File: src/rtl/input_conditioner_pkg.sv
// Shared types and helpers for the input conditioner: press FSM states, counter sizing.
// No logic; latency n/a, no backpressure.
package input_conditioner_pkg;

    typedef enum logic [1:0] {
        RELEASED = 2'd0,
        PRESSED  = 2'd1,
        LONG     = 2'd2
    } btn_state_t;

    // Bits needed to hold 0..max_val; never zero so a max of 0 still gets a legal vector.
    function automatic int cnt_width(input int max_val);
        return (max_val < 1) ? 1 : $clog2(max_val + 1);
    endfunction

endpackage

File: src/rtl/input_conditioner_if.sv
// Raw inputs and conditioned outputs of the input conditioner, one bit per channel.
// Pure wiring; no handshake, outputs are free-running registered pulses/levels.
interface input_conditioner_if #(
    parameter int WIDTH = 4
);
    logic [WIDTH-1:0] in;
    logic [WIDTH-1:0] level;
    logic [WIDTH-1:0] press_pulse;
    logic [WIDTH-1:0] release_pulse;
    logic [WIDTH-1:0] long_pulse;

    modport master (
        output in,
        input  level, press_pulse, release_pulse, long_pulse
    );

    modport slave (
        input  in,
        output level, press_pulse, release_pulse, long_pulse
    );
endinterface

File: src/rtl/input_conditioner_channel.sv
// One channel: tick-paced debounce counter, debounced level and RELEASED/PRESSED/LONG FSM.
// Outputs registered, pulses one cycle after the deciding tick edge; no backpressure.
module input_conditioner_channel
    import input_conditioner_pkg::*;
#(
    parameter int PULSE_CNT_MAX = 200,
    parameter int LONG_CNT_MAX  = 4000
) (
    input  logic clk,
    input  logic rst,
    input  logic tick,
    input  logic sync_in,
    output logic level,
    output logic press_pulse,
    output logic release_pulse,
    output logic long_pulse
);

    localparam int DW = cnt_width(PULSE_CNT_MAX);
    localparam int HW = cnt_width(LONG_CNT_MAX);
    localparam logic [DW:0] DB_TGT   = (DW+1)'(PULSE_CNT_MAX);
    localparam logic [HW:0] HOLD_TGT = (HW+1)'(LONG_CNT_MAX);

    logic [DW-1:0] db_cnt;
    logic [HW-1:0] hold_cnt;
    btn_state_t    state;

    logic [DW:0] db_inc;
    logic [HW:0] hold_inc;
    logic        flip;
    logic        rise;
    logic        fall;
    logic        long_hit;

    always_comb begin
        db_inc   = {1'b0, db_cnt} + (DW+1)'(1);
        hold_inc = {1'b0, hold_cnt} + (HW+1)'(1);
        flip     = tick && (sync_in != level) && (db_inc == DB_TGT);
        rise     = flip && !level;
        fall     = flip && level;
        long_hit = (LONG_CNT_MAX > 0) && (hold_inc == HOLD_TGT);
    end

    always_ff @(posedge clk or posedge rst) begin
        if (rst) begin
            level         <= 1'b0;
            db_cnt        <= '0;
            hold_cnt      <= '0;
            state         <= RELEASED;
            press_pulse   <= 1'b0;
            release_pulse <= 1'b0;
            long_pulse    <= 1'b0;
        end else begin
            press_pulse   <= 1'b0;
            release_pulse <= 1'b0;
            long_pulse    <= 1'b0;
            if (tick) begin
                if (flip || (sync_in == level)) begin
                    db_cnt <= '0;
                end else begin
                    db_cnt <= db_inc[DW-1:0];
                end
                if (flip) begin
                    level <= ~level;
                end
                case (state)
                    RELEASED: begin
                        if (rise) begin
                            state       <= PRESSED;
                            press_pulse <= 1'b1;
                            hold_cnt    <= '0;
                        end
                    end
                    PRESSED: begin
                        // A release on the threshold tick suppresses the long event.
                        if (fall) begin
                            state         <= RELEASED;
                            release_pulse <= 1'b1;
                        end else begin
                            if (hold_inc <= HOLD_TGT) begin
                                hold_cnt <= hold_inc[HW-1:0];
                            end
                            if (long_hit) begin
                                state      <= LONG;
                                long_pulse <= 1'b1;
                            end
                        end
                    end
                    LONG: begin
                        if (fall) begin
                            state         <= RELEASED;
                            release_pulse <= 1'b1;
                        end
                    end
                    default: state <= RELEASED;
                endcase
            end
        end
    end

endmodule

File: src/rtl/input_conditioner.sv
// Synchronises WIDTH raw inputs, paces them with a shared sample tick and debounces each channel.
// Sync latency SYNC_STAGES clocks, then PULSE_CNT_MAX ticks to a level change; no backpressure.
module input_conditioner
    import input_conditioner_pkg::*;
#(
    parameter int WIDTH          = 4,
    parameter int SYNC_STAGES    = 2,
    parameter int SAMPLE_CNT_MAX = 30000,
    parameter int PULSE_CNT_MAX  = 200,
    parameter int LONG_CNT_MAX   = 4000
) (
    input logic                clk,
    input logic                rst,
    input_conditioner_if.slave io
);

    localparam int SCW = cnt_width(SAMPLE_CNT_MAX);
    localparam logic [SCW-1:0] SAMPLE_LAST = SCW'(SAMPLE_CNT_MAX - 1);

    logic [SYNC_STAGES-1:0][WIDTH-1:0] sync_q;
    logic [WIDTH-1:0]                  sync;
    logic [SCW-1:0]                    sample_cnt;
    logic                              tick;

    logic [WIDTH-1:0] level_w;
    logic [WIDTH-1:0] press_w;
    logic [WIDTH-1:0] release_w;
    logic [WIDTH-1:0] long_w;

    always_ff @(posedge clk or posedge rst) begin
        if (rst) begin
            sync_q <= '0;
        end else begin
            sync_q <= {sync_q[SYNC_STAGES-2:0], io.in};
        end
    end

    assign sync = sync_q[SYNC_STAGES-1];
    assign tick = (sample_cnt == SAMPLE_LAST);

    always_ff @(posedge clk or posedge rst) begin
        if (rst) begin
            sample_cnt <= '0;
        end else if (tick) begin
            sample_cnt <= '0;
        end else begin
            sample_cnt <= sample_cnt + SCW'(1);
        end
    end

    for (genvar i = 0; i < WIDTH; i++) begin : g_ch
        input_conditioner_channel #(
            .PULSE_CNT_MAX (PULSE_CNT_MAX),
            .LONG_CNT_MAX  (LONG_CNT_MAX)
        ) u_ch (
            .clk           (clk),
            .rst           (rst),
            .tick          (tick),
            .sync_in       (sync[i]),
            .level         (level_w[i]),
            .press_pulse   (press_w[i]),
            .release_pulse (release_w[i]),
            .long_pulse    (long_w[i])
        );
    end

    assign io.level         = level_w;
    assign io.press_pulse   = press_w;
    assign io.release_pulse = release_w;
    assign io.long_pulse    = long_w;

endmodule

File: src/flat_wrapper.sv
// flat-port wrapper written by rule: the top's interface ports become plain ports
module input_conditioner_flat import input_conditioner_pkg::*;
#(
    parameter int WIDTH          = 4,
    parameter int SYNC_STAGES    = 2,
    parameter int SAMPLE_CNT_MAX = 30000,
    parameter int PULSE_CNT_MAX  = 200,
    parameter int LONG_CNT_MAX   = 4000
)
  (clk, rst, io_in, io_level, io_press_pulse, io_release_pulse, io_long_pulse);
  input_conditioner_if #(.WIDTH(WIDTH)) io_i ();
  input logic clk;
  input logic rst;
  input wire logic [$bits(io_i.in)-1:0] io_in;
  output wire logic [$bits(io_i.level)-1:0] io_level;
  output wire logic [$bits(io_i.press_pulse)-1:0] io_press_pulse;
  output wire logic [$bits(io_i.release_pulse)-1:0] io_release_pulse;
  output wire logic [$bits(io_i.long_pulse)-1:0] io_long_pulse;
  assign io_i.in = io_in;
  assign io_level = io_i.level;
  assign io_press_pulse = io_i.press_pulse;
  assign io_release_pulse = io_i.release_pulse;
  assign io_long_pulse = io_i.long_pulse;
  input_conditioner #(.WIDTH(WIDTH), .SYNC_STAGES(SYNC_STAGES), .SAMPLE_CNT_MAX(SAMPLE_CNT_MAX), .PULSE_CNT_MAX(PULSE_CNT_MAX), .LONG_CNT_MAX(LONG_CNT_MAX)) u_core (.clk(clk), .rst(rst), .io(io_i));
endmodule
File: config.mk
export PLATFORM = sky130hd
export DESIGN_NAME = input_conditioner_flat
export DESIGN_NICKNAME = d
export VERILOG_FILES = /design/src/rtl/input_conditioner_pkg.sv /design/src/rtl/input_conditioner_if.sv /design/src/rtl/input_conditioner_channel.sv /design/src/rtl/input_conditioner.sv /design/src/flat_wrapper.sv
export SDC_FILE = /design/constraint.sdc
export NUM_CORES = 1
export LEC_CHECK = 0
export CORE_AREA = 8 8 171 173
export DETAILED_ROUTE_END_ITERATION = 6
export DIE_AREA = 0 0 179 181
export GPL_TIMING_DRIVEN = 0
export PLACE_DENSITY_LB_ADDON = 0.12
export SLEW_MARGIN = 20
export SYNTH_ARGS = -nofsm -noshare
export SYNTH_HDL_FRONTEND = slang
export SYNTH_SLANG_ARGS = --single-unit
File: constraint.sdc
create_clock -name clk -period 5 [get_ports clk]
set_clock_uncertainty 0.05 [all_clocks]
set_input_delay 1 -clock clk [delete_from_list [all_inputs] [get_ports clk]]
set_output_delay 1 -clock clk [all_outputs]
set_load 0.01 [all_outputs]
==> load_flow_metrics.sql <==
INSERT INTO impl_metrics (metric_group, metric, value, unit) VALUES
('setup_path', 'critical_path_class', 'flop to flop', ''),
('routing', 'drt_pass_1_iters', '5', ''),
('synthesis', 'post_synth_instance_area', '7850', 'um2'),
('final_layout', 'diodes', '0', ''),
('power', 'ir_drop', '0.000180', 'V'),
('setup_path', 'crit_path_cell_trace', 'nor4b_2 -> nor4b_4 -> and3_1 -> nand3_1 -> o21ai_2 -> nand3_1 -> clkbuf_1 -> o21ai_0 -> o21ai_0', ''),
('clock_tree', 'cts_tree', 'yes', ''),
('synthesis', 'synth_flop_cell', 'sky130_fd_sc_hd__dfrtp_1', ''),
('global_route', 'track_usage', '13.1', '%'),
('sta', 'setup_slack', '1.73', 'ns'),
('power', 'netsw', '504', 'uW'),
('clock_tree', 'cts.reportedPaths.clkPinSlew', '0.06', 'ns'),
('final_layout', 'most-common-layout-cells', 'sky130_fd_sc_hd__dfrtp_1, sky130_fd_sc_hd__nand2_1, sky130_fd_sc_hd__o21ai_0, sky130_fd_sc_hd__nand3_1, sky130_fd_sc_hd__nor2_1', ''),
('setup_path', 'critical_path_buf_inv_count', '1', ''),
('final_layout', 'flow.area_growth_from_synthesis', '16.4', '%'),
('setup_path', 'worst_path_max_delay_cell', 'sky130_fd_sc_hd__nor4b_4', ''),
('die', 'die_x', '179', 'um'),
('power', 'swShare', '21.2', '%'),
('die', 'vertical_extent_of_the_die', '181', 'um'),
('synthesis', 'synth_seq_cells', '127', ''),
('synthesis', 'yosys.cell_types.count', '80', ''),
('global_route', 'overflow', '0', ''),
('synthesis', 'synth_edf_count', '0', ''),
('clock_tree', 'root_buffer', 'sky130_fd_sc_hd__clkbuf_16', ''),
('place', 'port_buffers', '21', ''),
('setup_path', 'critPathArrivalTime', '3.51', 'ns'),
('die', 'core_area', '26500', 'um2'),
('clock_tree', 'ctsResizeCount', '0', ''),
('sta', 'max_freq', '306', 'MHz'),
('synthesis', 'synth.avg_cell_area', '8.65', 'um2'),
('routing', 'drt-total-wl', '20100', 'um'),
('sta', 'worst_pin_slew', '0.848', 'ns'),
('setup_path', 'cp_max_fo', '10', ''),
('synthesis', 'syn_inst', '907', ''),
('global_route', 'grt_start_max_net_pins', '86', ''),
('place', 'dp_slack', '1.70', 'ns'),
('place', 'place.gp.congestion', '0.795', ''),
('clock_tree', 'post_cts.repair.setup_buffers', '0', ''),
('global_route', 'first_global_vias', '6682', ''),
('setup_path', 'cp.required', '5.24', 'ns'),
('final_layout', 'nNetsFinal', '975', ''),
('setup_path', 'worst_path_largest_cell_delay', '0.61', 'ns'),
('clock_tree', 'post_cts_hold_buffer_count', '0', ''),
('setup_path', 'r2r.worst_path.cells', '9', ''),
('setup_path', 'worst_r2r_startpoint', 'u_core.sample_cnt[7]', ''),
('power', 'power.share.clock', '55.1', '%'),
('global_route', 'antenna_found_initial', '0', ''),
('setup_path', 'timing.critical_path.to_type', 'flop', ''),
('sta', 'min_period_over_period', '65.3', '%'),
('min_path', 'hold_depth', '0', ''),
('die', 'ioPinCount', '22', ''),
('setup_path', 'critPathLaunchType', 'flop', ''),
('min_path', 'worst_hold_path_type', 'flop to flop', ''),
('sta', 'period_needed', '3.27', 'ns'),
('min_path', 'hold_crit_endpoint', 'u_core.sync[1]', ''),
('die', 'num_rows', '60', ''),
('routing', 'drt_first_iter_violations', '399', ''),
('sta', 'timing_hold_violations_final', '0', ''),
('power', 'pleak', '3.73', 'nW'),
('routing', 'post_drt_wl_per_cell', '15.4', 'um'),
('place', 'dp.final_hpwl', '13600', 'um'),
('clock_tree', 'h-tree-depth', '4', ''),
('sta', 'final-max-slew-violation-count', '0', ''),
('status', 'status', 'finished, final reports clean', ''),
('min_path', 'start_point_of_the_worst_hold_path', 'u_core.sync_q[1]', ''),
('global_route', 'grt_first_pass_wirelength', '34900', 'um'),
('die', 'floorplan.initialDensity', '29.6', '%'),
('power', 'share_seq_of_total_power', '43.4', '%'),
('sta', 'slew_headroom', '43.4', '%'),
('routing', 'ant_nets', '0', ''),
('synthesis', 'asyncSetResetFlopFracSynth', '100', '%');
-- power groups by stage --
stage                     clock network [mW]  registers, mW  logic [mW]
after global routing                    1.40           1.03      0.0417
final                                   1.31           1.03      0.0352
after CTS                               1.36           1.03      0.0383
after detailed placement                   0           1.05      0.0384
after floorplan                            0           1.05      0.0205
after global placement                     0           1.05      0.0346
-- final cells by class --
| class | count | area [um2] |
|---|---|---|
| buffer | 66 | 350 |
| clock buffer | 22 | 484 |
| clock inverter | 10 | 134 |
| fill | 2733 | 17400 |
| inverter | 29 | 116 |
| multi-input combinational | 685 | 4210 |
| sequential | 127 | 3180 |
| tap | 341 | 427 |
| timing repair buffer | 22 | 238 |
-- logic make-up after synthesis --
family                     after synthesis  synth area share [%]
AOI/OAI and AO/OA                      219                  18.2
xor gates and xnor gates                25                  2.79
adders and majority gates               21                  3.35
buffers and inverters                   95                  5.85
muxes                                    8                  1.04
DFF                                    127                  40.5
and+or+nand+nor                        412                  28.3
-- worst max-delay path by stage --
stage,startpoint,end,slack (ns),cells after the start
2_1_floorplan,rst,u_core.g_ch[0].u_ch.db_cnt[0],0.57,1
3_3_place_gp,rst,u_core.g_ch[3].u_ch.hold_cnt[0],-1.81,2
3_5_place_dp,u_core.sample_cnt[7],u_core.g_ch[1].u_ch.hold_cnt[4],1.70,9
4_1_cts,u_core.sample_cnt[7],u_core.g_ch[1].u_ch.hold_cnt[3],1.68,9
5_1_grt,u_core.sample_cnt[7],u_core.g_ch[1].u_ch.hold_cnt[6],1.35,9
6_report,u_core.sample_cnt[7],u_core.g_ch[1].u_ch.hold_cnt[9],1.73,9
-- flip-flops by register name, indices dropped and copies added (netlist names) --
signal                          count
u_core.sync                         4
u_core.sync_q                       4
u_core.sample_cnt                  15
u_core.g_ch.u_ch.press_pulse        4
u_core.g_ch.u_ch.hold_cnt          48
u_core.g_ch.u_ch.long_pulse         4
u_core.g_ch.u_ch.release_pulse      4
u_core.g_ch.u_ch.state              8
u_core.g_ch.u_ch.level              4
u_core.g_ch.u_ch.db_cnt            32
-- metrics by stage --
stage / cell area, um2 / setup TNS, ns / std cells / hold slack (ns) / total power, mW
finish: 9140 / 0 / 1302 / 0.294 / 2.38
global route: 9140 / 0 / 1302 / 0.305 / 2.47
detailed placement: 8520 / 0 / 1270 / 0.286 / 1.09
global placement: 8490 / -228.23 / 1269 / 0.286 / 1.09
CTS: 9140 / 0 / 1302 / 0.298 / 2.43
floorplan: 7850 / 0 / 907 / 0.281 / 1.07
-- routing by layer --
| metal | vias up | share of wire (%) | track usage [%] |
|---|---|---|---|
| li1 | 3393 | - | - |
| met1 | 3217 | 52 | 18.7 |
| met2 | 97 | 45 | 19.7 |
| met3 | 17 | 2.6 | 2.52 |
| met4 | 0 | 0.88 | 3.67 |
| met5 | - | 0 | 0 |
-- cell usage after synthesis, types with 5 or more instances --
library cell / n / area (um2)
sky130_fd_sc_hd__dfrtp_1: 127 / 3180
sky130_fd_sc_hd__nand2_1: 120 / 450
sky130_fd_sc_hd__o21ai_0: 78 / 390
sky130_fd_sc_hd__nand3_1: 66 / 330
sky130_fd_sc_hd__nor2_1: 54 / 203
sky130_fd_sc_hd__clkbuf_1: 30 / 113
sky130_fd_sc_hd__inv_1: 29 / 109
sky130_fd_sc_hd__a21oi_1: 28 / 140
sky130_fd_sc_hd__and3_1: 21 / 131
sky130_fd_sc_hd__ha_1: 21 / 263
sky130_fd_sc_hd__o31ai_1: 21 / 158
sky130_fd_sc_hd__nand4_1: 20 / 125
sky130_fd_sc_hd__buf_4: 17 / 128
sky130_fd_sc_hd__or3_1: 17 / 106
sky130_fd_sc_hd__or4_1: 17 / 128
sky130_fd_sc_hd__o211ai_1: 15 / 113
sky130_fd_sc_hd__xnor2_1: 14 / 123
sky130_fd_sc_hd__nand2b_1: 13 / 81.3
sky130_fd_sc_hd__buf_2: 12 / 60.1
sky130_fd_sc_hd__nor3_1: 12 / 60.1
sky130_fd_sc_hd__a31oi_1: 11 / 68.8
sky130_fd_sc_hd__nor4_1: 11 / 68.8
sky130_fd_sc_hd__xor2_1: 11 / 96.3
sky130_fd_sc_hd__and2_1: 9 / 56.3
sky130_fd_sc_hd__nor2b_1: 9 / 56.3
sky130_fd_sc_hd__nand3b_1: 8 / 60.1
sky130_fd_sc_hd__nand4b_1: 8 / 70.1
sky130_fd_sc_hd__a21o_1: 7 / 52.6
sky130_fd_sc_hd__mux2i_1: 7 / 70.1
sky130_fd_sc_hd__and4_1: 5 / 43.8
sky130_fd_sc_hd__o211a_1: 5 / 50.1
Power figures use the tool's default switching activity.
